**src/rtl/alarm_pkg.sv**
```systemverilog
// alarm_pkg: channel states, edit steps and field encodings shared by the multi-channel alarm
package alarm_pkg;
  typedef logic [1:0] state_t;
  localparam state_t ST_IDLE    = 2'd0;
  localparam state_t ST_ARMED   = 2'd1;
  localparam state_t ST_RINGING = 2'd2;
  localparam state_t ST_SNOOZED = 2'd3;
  localparam logic [31:0] STEP_SEC  = 32'd1;
  localparam logic [31:0] STEP_MIN  = 32'd60;
  localparam logic [31:0] STEP_HOUR = 32'd3600;
  localparam logic [31:0] STEP_DAY  = 32'd86400;
  localparam logic [3:0] FIELD_SEC  = 4'b0001;
  localparam logic [3:0] FIELD_MIN  = 4'b0010;
  localparam logic [3:0] FIELD_HOUR = 4'b0100;
  localparam logic [3:0] FIELD_DAY  = 4'b1000;
  localparam int MODE_ALARM_BIT = 1;
  function automatic logic [31:0] field_step(input logic [3:0] selected);
    return (selected == FIELD_SEC)  ? STEP_SEC  :
           (selected == FIELD_MIN)  ? STEP_MIN  :
           (selected == FIELD_HOUR) ? STEP_HOUR :
           (selected == FIELD_DAY)  ? STEP_DAY  : 32'd0;
  endfunction
endpackage

```
**src/rtl/alarm_channel.sv**
```systemverilog
// alarm_channel: one alarm time with its arm/ring/snooze FSM, snooze wake time and ring timeout
module alarm_channel
  import alarm_pkg::*;
#(
  parameter int TIME_W         = 28,
  parameter int SNOOZE_S       = 300,
  parameter int RING_TIMEOUT_S = 60,
  parameter int MAX_SNOOZE     = 3,
  parameter int DAILY_REPEAT   = 0
) (
  input  logic              clk,
  input  logic              reset_n,
  input  logic [TIME_W-1:0] t_main,
  input  logic              tick_1hz,
  input  logic              arm_toggle,
  input  logic              load,
  input  logic              inc,
  input  logic              dec,
  input  logic [31:0]       step,
  input  logic              dismiss,
  input  logic              snooze,
  output logic [TIME_W-1:0] t_alarm,
  output logic              active,
  output logic              ringing
);
  localparam int SW = (TIME_W > 32 ? TIME_W : 32) + 1;
  localparam int CW = (MAX_SNOOZE > 0) ? $clog2(MAX_SNOOZE + 1) : 1;
  localparam int TW = (RING_TIMEOUT_S > 0) ? $clog2(RING_TIMEOUT_S + 2) : 1;
  localparam logic [TIME_W-1:0] T_MAX = '1;

  function automatic logic [TIME_W-1:0] sat_add(input logic [TIME_W-1:0] a, input logic [31:0] b);
    logic [SW-1:0] s;
    s = SW'(a) + SW'(b);
    return (s > SW'(T_MAX)) ? T_MAX : s[TIME_W-1:0];
  endfunction

  function automatic logic [TIME_W-1:0] sat_sub(input logic [TIME_W-1:0] a, input logic [31:0] b);
    return (SW'(a) < SW'(b)) ? '0 : TIME_W'(SW'(a) - SW'(b));
  endfunction

  state_t            state_q, state_d;
  logic [TIME_W-1:0] t_alarm_q, t_alarm_d, wake_q, wake_d;
  logic [CW-1:0]     cnt_q, cnt_d;
  logic [TW-1:0]     timer_q, timer_d;
  logic              editable, snooze_now, end_ring;

  assign editable   = (state_q == ST_IDLE) || (state_q == ST_ARMED);
  // a ring timeout is treated exactly like a snooze press
  assign snooze_now = !dismiss && (snooze || (timer_q >= TW'(RING_TIMEOUT_S)));
  assign end_ring   = dismiss || (snooze_now && (cnt_q >= CW'(MAX_SNOOZE)));

  always_comb begin
    state_d   = state_q;
    t_alarm_d = (editable && inc) ? sat_add(t_alarm_q, step) :
                (editable && dec) ? sat_sub(t_alarm_q, step) :
                (state_q == ST_IDLE && load) ? t_main : t_alarm_q;
    wake_d    = wake_q;
    cnt_d     = cnt_q;
    timer_d   = timer_q;
    case (state_q)
      ST_IDLE: begin
        if (arm_toggle) begin
          state_d = ST_ARMED;
          cnt_d   = '0;
        end
      end
      ST_ARMED: begin
        if (arm_toggle) state_d = ST_IDLE;
        else if (t_main >= t_alarm_q) begin
          state_d = ST_RINGING;
          timer_d = '0;
        end
      end
      ST_RINGING: begin
        timer_d = tick_1hz ? timer_q + TW'(1) : timer_q;
        if (end_ring) begin
          state_d   = (DAILY_REPEAT != 0) ? ST_ARMED : ST_IDLE;
          t_alarm_d = (DAILY_REPEAT != 0) ? sat_add(t_alarm_q, STEP_DAY) : t_alarm_q;
          cnt_d     = '0;
          timer_d   = '0;
        end else if (snooze_now) begin
          state_d = ST_SNOOZED;
          wake_d  = sat_add(t_main, 32'(SNOOZE_S));
          cnt_d   = cnt_q + CW'(1);
          timer_d = '0;
        end
      end
      default: begin
        if (arm_toggle) state_d = ST_IDLE;
        else if (t_main >= wake_q) begin
          state_d = ST_RINGING;
          timer_d = '0;
        end
      end
    endcase
  end

  always_ff @(posedge clk) begin
    if (!reset_n) begin
      state_q   <= ST_IDLE;
      t_alarm_q <= '0;
      wake_q    <= '0;
      cnt_q     <= '0;
      timer_q   <= '0;
    end else begin
      state_q   <= state_d;
      t_alarm_q <= t_alarm_d;
      wake_q    <= wake_d;
      cnt_q     <= cnt_d;
      timer_q   <= timer_d;
    end
  end

  assign t_alarm = t_alarm_q;
  assign active  = state_q != ST_IDLE;
  assign ringing = state_q == ST_RINGING;
endmodule

```
**src/rtl/multi_alarm.sv**
```systemverilog
// multi_alarm: NUM_ALARMS independent alarm channels sharing the button inputs and one buzzer
module multi_alarm
  import alarm_pkg::*;
#(
  parameter int NUM_ALARMS     = 4,
  parameter int TIME_W         = 28,
  parameter int SNOOZE_S       = 300,
  parameter int RING_TIMEOUT_S = 60,
  parameter int MAX_SNOOZE     = 3,
  parameter int DAILY_REPEAT   = 0,
  localparam int CSW = (NUM_ALARMS > 1) ? $clog2(NUM_ALARMS) : 1
) (
  input  logic                  clk,
  input  logic                  reset_n,
  input  logic [TIME_W-1:0]     t_main,
  input  logic                  tick_1hz,
  input  logic [2:0]            mode,
  input  logic                  change_mode,
  input  logic                  startstop,
  input  logic                  increment,
  input  logic                  decrement,
  input  logic                  snooze,
  input  logic [3:0]            selected,
  input  logic [CSW-1:0]        ch_sel,
  output logic [TIME_W-1:0]     t_alarm_sel,
  output logic [NUM_ALARMS-1:0] alarm_active,
  output logic [NUM_ALARMS-1:0] ringing,
  output logic                  timer_buzzer
);
  logic              alarm_mode, ch_valid, sn, inc, dec, cm, unused_mode;
  logic [31:0]       step;
  logic [TIME_W-1:0] t_alarm_w [NUM_ALARMS];

  assign alarm_mode  = mode[MODE_ALARM_BIT];
  assign unused_mode = ^{mode[2], mode[0]};
  assign ch_valid    = 32'(ch_sel) < 32'(NUM_ALARMS);
  // one button per cycle: startstop > snooze > increment > decrement > change_mode
  assign sn   = snooze && !startstop;
  assign inc  = increment && !startstop && !snooze;
  assign dec  = decrement && !startstop && !snooze && !increment;
  assign cm   = change_mode && !startstop && !snooze && !increment && !decrement;
  assign step = field_step(selected);

  for (genvar g = 0; g < NUM_ALARMS; g++) begin : g_ch
    logic hit;
    assign hit = alarm_mode && ch_valid && (ch_sel == CSW'(g));
    alarm_channel #(
      .TIME_W(TIME_W), .SNOOZE_S(SNOOZE_S), .RING_TIMEOUT_S(RING_TIMEOUT_S),
      .MAX_SNOOZE(MAX_SNOOZE), .DAILY_REPEAT(DAILY_REPEAT)
    ) u_ch (
      .clk(clk), .reset_n(reset_n), .t_main(t_main), .tick_1hz(tick_1hz),
      .arm_toggle(startstop && hit), .load(cm && hit), .inc(inc && hit), .dec(dec && hit),
      .step(step), .dismiss(startstop), .snooze(sn),
      .t_alarm(t_alarm_w[g]), .active(alarm_active[g]), .ringing(ringing[g])
    );
  end

  always_comb begin
    t_alarm_sel = '0;
    for (int i = 0; i < NUM_ALARMS; i++)
      if (ch_valid && ch_sel == CSW'(i)) t_alarm_sel = t_alarm_w[i];
  end

  assign timer_buzzer = |ringing;
endmodule

```
**config.mk**
```make
export PLATFORM = sky130hd
export DESIGN_NAME = multi_alarm
export DESIGN_NICKNAME = d
export VERILOG_FILES = /design/src/rtl/alarm_pkg.sv /design/src/rtl/alarm_channel.sv /design/src/rtl/multi_alarm.sv
export SDC_FILE = /design/constraint.sdc
export NUM_CORES = 1
export LEC_CHECK = 0
export ABC_AREA = 1
export BUFFER_PORTS_ARGS = -buffer_cell sky130_fd_sc_hd__buf_2
export CAP_MARGIN = 20
export CORE_ASPECT_RATIO = 1.25
export CORE_UTILIZATION = 49
export CTS_BUF_LIST = sky130_fd_sc_hd__clkbuf_2 sky130_fd_sc_hd__clkbuf_4 sky130_fd_sc_hd__clkbuf_8
export CTS_CLUSTER_SIZE = 16
export DETAILED_ROUTE_END_ITERATION = 12
export PLACE_DENSITY = 0.65
export SETUP_SLACK_MARGIN = 0.2
export SLEW_MARGIN = 20
export SYNTH_ARGS = -nofsm -noshare
export SYNTH_HDL_FRONTEND = slang
export SYNTH_SLANG_ARGS = --single-unit
```
**constraint.sdc**
```tcl
create_clock -name clk -period 8.9 [get_ports clk]
set_input_delay 1.78 -clock clk [delete_from_list [all_inputs] [get_ports clk]]
set_output_delay 1.78 -clock clk [all_outputs]
set_load 0.01 [all_outputs]
```
[Word-level counts from Yosys, hierarchy flattened]
Cells that the tools add are included.
Word-level totals
  bits in read-only memories: 0
  bits in latches: 0
  register bits: 264
  output and inout port bits: 37
  bits in writable memories: 0
  logic and storage cells: 338
  memories kept: 0
Cells by class
  shift-type cells: 0
  order comparisons: 25
  mux-type cells: 117
  add/subtract/negate cells: 17
  eq/ne operators: 47
  bitwise logic cells: 8
  multiply operators: 0
  div/mod/pow operators: 0
  reduce and logical (&&, ||, !) cells: 104
Operator list (count)
  2-to-1 mux 28 bit: 33
  >= comparator 28 bit: 8
  2-to-1 mux 6 bit: 28
  > comparator 33 x 28 -> 1 bit, second input constant: 5
  adder 28 x 17 -> 29 bit: 4
  < comparator 28 x 17 -> 1 bit: 4
  subtractor 28 x 17 -> 28 bit: 4
  2-to-1 mux 2 bit: 40
  case mux 6 bit (3 select lines): 4
  2-to-1 mux 17 bit: 4
  logical AND 1 bit: 50
  inequality test 2 bit, second input constant: 16
  adder 28 x 9 -> 29 bit, second input constant: 1
  adder 6 x 1 -> 6 bit, second input constant: 4
  >= comparator 6 bit, second input constant: 4
  case mux 2 bit (3 select lines): 4
  AND reduction 3 bit: 8
  AND reduction 6 bit: 4
  inequality test 4 bit, second input constant: 4
  case mux 2 bit (2 select lines): 4
  AND reduction 4 bit: 4
  nonzero test 2 bit: 8
  nonzero test 4 bit: 4
  equality test 2 bit, second input constant: 6
  other kinds (16): 63

[Longest topological paths before layout]
  depth after elaboration: 12
  depth in mapped cells: 22
  depth with buffers taken out: 21

[Cells and area by module]
A second synthesis with hierarchy kept.
Second synthesis, totals
  cells, all modules: 7062
  area total of the unflattened synthesis: 40467.6 sq um
Modules (own cells, without submodules)
  alarm_channel (g_ch[0].u_ch ...): times used 2, area each 9915.8 sq um, cells each 1740
  alarm_channel (g_ch[1].u_ch): times used 1, area each 9975.8 sq um, cells each 1748
  alarm_channel (g_ch[3].u_ch): times used 1, area each 9566.7 sq um, cells each 1622
  multi_alarm: times used 1, area each 1093.5 sq um, cells each 212

[Worst setup path before layout]
OpenSTA, ideal clock, no wires.
  kind: input to register
  start: in selected[1]
  end: reg g_ch[0].u_ch.t_alarm_q[4]
  setup time: 0.132 ns
  arrival time: 5.839 ns
  setup slack: 2.929 ns
  stages: 17
  cells stage by stage: nor2_1 inv_1 nor3_1 inv_1 ha_1 clkbuf_1 a21oi_1 o21ai_0 nand2_1 nand2_1 nand2_1 nand3_1 o21ai_1 clkbuf_2 nor2_1 o211ai_1 a21oi_1
On the way
  cells in the longest elaborated chain, start to end: 11
Ends and longest elaborated chain
  start: declaration: RTL line multi_alarm.sv:23  | input logic [3:0] selected,
  equality test 4 bit: RTL line alarm_pkg.sv:21  | (selected == FIELD_DAY) ? STEP_DAY : 32'd0;
  2-to-1 mux 17 bit: RTL line alarm_pkg.sv:21
  2-to-1 mux 17 bit: RTL line alarm_pkg.sv:20  | (selected == FIELD_HOUR) ? STEP_HOUR :
  2-to-1 mux 17 bit: RTL line alarm_pkg.sv:19  | (selected == FIELD_MIN) ? STEP_MIN :
  2-to-1 mux 17 bit *: RTL line alarm_pkg.sv:18  | return (selected == FIELD_SEC) ? STEP_SEC :
  adder 28 x 17 -> 29 bit / < comparator 28 x 17 -> 1 bit (equally long branches): RTL line alarm_channel.sv:33, alarm_channel.sv:38
  > comparator 33 x 28 -> 1 bit / 2-to-1 mux 28 bit (equally long branches): RTL line alarm_channel.sv:34, alarm_channel.sv:38
  2-to-1 mux 28 bit, on equally long branches: RTL line alarm_channel.sv:34, alarm_channel.sv:55
  2-to-1 mux 28 bit *: RTL line alarm_channel.sv:54  | t_alarm_d = (editable && inc) ? sat_add(t_alarm_q, step) :
  2-to-1 mux 28 bit: RTL line alarm_channel.sv:76  | if (end_ring) begin
  2-to-1 mux 28 bit *: RTL line alarm_channel.sv:60  | case (state_q)
  end signal: assignment: RTL line alarm_channel.sv:107  | t_alarm_q <= t_alarm_d;
  end: declaration: RTL line alarm_channel.sv:42  | logic [TIME_W-1:0] t_alarm_q, t_alarm_d, wake_q, wake_d;
Mark *: on every way between the ends. The rest lies on a longest branch, timed or not. The select of a mux whose other input is x is not followed.
A chain may end at the register's enable or synchronous reset.

[Final worst setup path]
  start: in selected[1]
  end: reg g_ch[1].u_ch.t_alarm_q[3]
On the way
  cells in the longest elaborated chain, start to end: 11
Ends and longest elaborated chain (RTL line)
  equality test 4 bit: alarm_pkg.sv:21
  2-to-1 mux 17 bit: alarm_pkg.sv:21
  2-to-1 mux 17 bit: alarm_pkg.sv:20
  2-to-1 mux 17 bit: alarm_pkg.sv:19
  2-to-1 mux 17 bit *: alarm_pkg.sv:18
  adder 28 x 17 -> 29 bit / < comparator 28 x 17 -> 1 bit (equally long branches): alarm_channel.sv:33, alarm_channel.sv:38
  > comparator 33 x 28 -> 1 bit / 2-to-1 mux 28 bit (equally long branches): alarm_channel.sv:34, alarm_channel.sv:38
  2-to-1 mux 28 bit, on equally long branches: alarm_channel.sv:34, alarm_channel.sv:55
  2-to-1 mux 28 bit *: alarm_channel.sv:54
  2-to-1 mux 28 bit: alarm_channel.sv:76
  2-to-1 mux 28 bit *: alarm_channel.sv:60
  end signal: assignment: alarm_channel.sv:107
  end: declaration: alarm_channel.sv:42
Marks and branches as above.

==> impl_metrics.csv <==
group,metric,value,unit
timing,setup_viol,0,
pwr,ir_worst_vdd,0.1055,mV
min_path,hold_path.class,"reg2reg",
logic_synthesis,synthesis.yosys.warnings,0,
route,drt-vias-per-instance,5.721,
clock_tree,post_cts_resized,0,
critical_path,crit_chain,"buf_2 > nor2_1 > inv_1 > nor3_2 > buf_4 > inv_1 > ha_1 > inv_1 > nand2_1 > o21ai_0 > a21oi_1 > nand2_1 > a21oi_1 > nor2_1 > nor2_2 > o21ai_0 > o211ai_1 > a21oi_1",
clock_tree,cts.htree.levels,2,
timing,hold_viol,0,
critical_path,setup.worst_path.start_class,"input pin",
run_status,outcome,"complete, no violations",
clock_tree,ctsHoldBuffers,0,
route,drt_pre_antenna_iters,5,
critical_path,path_delay_family,"simple AND/OR/NAND/NOR gates",
timing,unrepaired_setup_endpoints_after_global_routing,"false",
die,fp.dieW,222.4,µm
logic_synthesis,postSynthRegisterBits,264,
logic_synthesis,mappedNetlistNets,5342,
timing,post-route-worst-setup-slack,3.257,ns
route,route.met3.wl,8.331,mm
global_routing,grt_util_all_layers,35.87,%
global_routing,overflow,0,
logic_synthesis,synth_enable_flop_cells,0,
die,core_region_area,0.05981,mm²
route,wl_cell,19.89,µm
global_routing,antenna_found_initial,2,
critical_path,cp_max_fo,21,
cells_and_area,fillerInstances,6421,
die,dieHeight,277.5,µm
clock_tree,clk_pin_slew_worst_paths,0.06,ns
die,initial_core_util,49.74,%
critical_path,crit_end_category,"register",
placed_design,dp_hpwl,83.30,mm
critical_path,launch_point_of_the_critical_path,"selected[1]",
logic_synthesis,postSynthCellCount,4951,
cells_and_area,final_layout_size_suffix_gt1_share,5.725,%
critical_path,crit_path_max_incr_delay,0.70,ns
clock_tree,post-cts-setup-buffer-count,0,
job,drv.max_cap_violation_count,0,
logic_synthesis,synth_area,0.02975,mm²
timing,tightestPinTransition,1.236,ns
logic_synthesis,synth_area_per_cell,6.009,µm²
logic_synthesis,postSynth.asyncResetShare,0,%
clock_tree,cts_tree,"built",
timing,worst_slew_margin_relative_to_its_limit,17.61,%
clock_tree,worstSkewPairLatency,0.70,ns
global_routing,grt_first_pass_wirelength,172.4,mm
pwr,power.static_leakage,14.88,nW
route,wl_met2,52.50,mm
clock_tree,cts-root-to-sink-buffers,3,
critical_path,cp.required,9.42,ns
min_path,min-delay-start,"g_ch[1].u_ch.cnt_q[1]$_SDFFE_PN0P_",
critical_path,critPathArrivalTime,6.16,ns
global_routing,number_of_global_route_vias_before_repair,30213,
route,drcViolationCount,0,
logic_synthesis,yosysSeqAreaShare,17.77,%
route,wl,113.9,mm
logic_synthesis,yosys_most_used_dff,"sky130_fd_sc_hd__dfxtp_1",
placed_design,buffer_ports.inserted,79,
global_routing,grt_start_max_net_pins,105,
cells_and_area,nets,5314,
pwr,p_per_area,132.1,mW/mm²
die,placementRows,100,
clock_tree,clkSinkCount,264,
clock_tree,cts-buffers-inserted,52,
placed_design,place_ws,2.497,ns
critical_path,worstSetupPathType,"in2reg",
route,drt_iter0_drc,2586,
route,highest_layer_used_for_signal_routing,"met4",
timing,finalCritPeriodShare,63.41,%
placed_design,place.gp.congestion,1.026,
route,wl_met1,45.46,mm
critical_path,r2r-start,"g_ch[1].u_ch.state_q[1]$_SDFFE_PN0P_",
route,dr_total_vias,32771,
die,io_pins,82,
clock_tree,clock-root-buffer,"sky130_fd_sc_hd__clkbuf_8",
timing,slew_violations,0,
route,antenna_left,0,
timing,setup-tns-final,0,ns
critical_path,crit_buf_inv,5,
die,die-area,0.06171,mm²
timing,clock.fmax,0.1772,GHz
timing,timing.final.crit_period,5.643,ns
cells_and_area,areaGrowthSynthToFinish,6.212,%
logic_synthesis,post_synth_num_cell_types,47,
critical_path,slowest_stage,"sky130_fd_sc_hd__nor2_2",
timing,clock_skew,0.04324,ns
cells in the mapped netlist, drive strengths merged, types with 2 or more instances:
master,number,area [µm²]
nand2,1033,3897
o221ai,2,17.52
o22ai,36,225.2
o2111ai,5,43.79
nor3b,6,45.04
nand3b,19,142.6
a21oi,620,3107
xnor2,7,61.31
o21a,27,202.7
o21bai,19,142.6
ha,346,4329
nor4,21,131.4
dfxtp,264,5285
xor2,145,1270
a31oi,11,68.82
nand3,449,2252
nand4,106,663.1
a22oi,5,37.54
a21boi,4,30.03
nor3,88,465.5
or2,11,68.82
clkinv,9,33.78
o211ai,23,172.7
inv,764,2868
a21o,18,135.1
buf,96,545.5
a211oi,3,22.52
and3,2,12.51
and2,2,12.51
o21ai,289,1446
nor2,417,1608
clkbuf,101,382.9
through the flow:
step	instance area, µm²	hold WS (ns)	util [%]	total power, W	instances
2_1_floorplan	29750	0.4472	-	0.002415	4951
3_3_place_gp	30460	0.4564	50.94	0.002793	5631
3_5_place_dp	30470	0.4607	50.95	0.002809	5632
4_1_cts	31570	0.4709	52.78	0.004181	5724
5_1_grt	31600	0.5028	52.83	0.004441	5727
6_report	31600	0.4698	52.83	0.004174	5728
registers in the layout (all words and copies together), names as in the netlist:
register / cells
g_ch.u_ch.wake_q: 112
g_ch.u_ch.timer_q: 24
g_ch.u_ch.cnt_q: 8
g_ch.u_ch.state_q: 8
g_ch.u_ch.t_alarm: 112
worst register-to-register path, cell delays in order (launching register included):
cell                      delay (ns)
sky130_fd_sc_hd__dfxtp_1        0.40
sky130_fd_sc_hd__nor3_1         0.79
sky130_fd_sc_hd__inv_1          0.75
sky130_fd_sc_hd__nand3_2        0.75
sky130_fd_sc_hd__inv_2          0.49
sky130_fd_sc_hd__a21oi_1        0.28
sky130_fd_sc_hd__o21ai_0        0.11
sky130_fd_sc_hd__a21oi_1        0.14
routing by layer:
| layer | GRT usage (%) | vias up |
|---|---|---|
| met5 | 0 | - |
| met4 | 21.50 | 0 |
| met3 | 6.260 | 302 |
| met2 | 60.86 | 1100 |
| met1 | 42.07 | 15084 |
| li1 | - | 16285 |
cell usage in the layout (no fill, tap or decap), types with 23 or more instances in the layout:
| master | n |
|---|---|
| sky130_fd_sc_hd__buf_2 | 79 |
| sky130_fd_sc_hd__inv_1 | 732 |
| sky130_fd_sc_hd__o21ai_1 | 43 |
| sky130_fd_sc_hd__nand3_1 | 448 |
| sky130_fd_sc_hd__inv_2 | 31 |
| sky130_fd_sc_hd__ha_1 | 346 |
| sky130_fd_sc_hd__dfxtp_1 | 264 |
| sky130_fd_sc_hd__buf_4 | 36 |
| sky130_fd_sc_hd__a21oi_1 | 619 |
| sky130_fd_sc_hd__o21a_1 | 27 |
| sky130_fd_sc_hd__o21ai_0 | 246 |
| sky130_fd_sc_hd__clkbuf_8 | 65 |
| sky130_fd_sc_hd__nand2_1 | 1025 |
| sky130_fd_sc_hd__xor2_1 | 145 |
| sky130_fd_sc_hd__o22ai_1 | 36 |
| sky130_fd_sc_hd__nand4_1 | 106 |
| sky130_fd_sc_hd__o211ai_1 | 23 |
| sky130_fd_sc_hd__nor3_1 | 80 |
| sky130_fd_sc_hd__nor2_1 | 403 |
kinds of logic after synthesis:
group / Yosys count / synth area share [%]
AND/OR/NAND/NOR: 2156 / 31.31
AO/OA/AOI/OAI: 1063 / 19.03
buffers and inverters: 970 / 12.87
adder cells (fa/ha/maj): 346 / 14.55
flip-flops: 264 / 17.77
XOR/XNOR: 152 / 4.475
power by group:
group	switching, W	internal [W]
logic	0.000994	0.000467
registers	0.0000712	0.00128
clock network	0.000616	0.000743
total	0.00168	0.00249
cell type report:
type | instances | area, µm² | share of cell area [%]
antenna | 2 | 5.005 | 0.01584
clock buffer | 86 | 1052 | 3.330
clock inverter | 6 | 45.04 | 0.1426
inverter | 773 | 2909 | 9.206
multi-input combinational | 3717 | 20680 | 65.44
sequential | 264 | 5285 | 16.73
tap | 765 | 957.2 | 3.029
timing repair buffer | 115 | 665.6 | 2.107
worst paths after layout:
path                                      endpoint  slack (ns)  cells after the start
max           g_ch[1].u_ch.t_alarm[3]$_SDFFE_PN0P_        3.26                     18
min             g_ch[1].u_ch.cnt_q[1]$_SDFFE_PN0P_        0.47                      2
max reg2reg  g_ch[1].u_ch.t_alarm[11]$_SDFFE_PN0P_        5.12                      7
min reg2reg     g_ch[1].u_ch.cnt_q[1]$_SDFFE_PN0P_        0.47                      2
(Power assumes the default switching activity.)
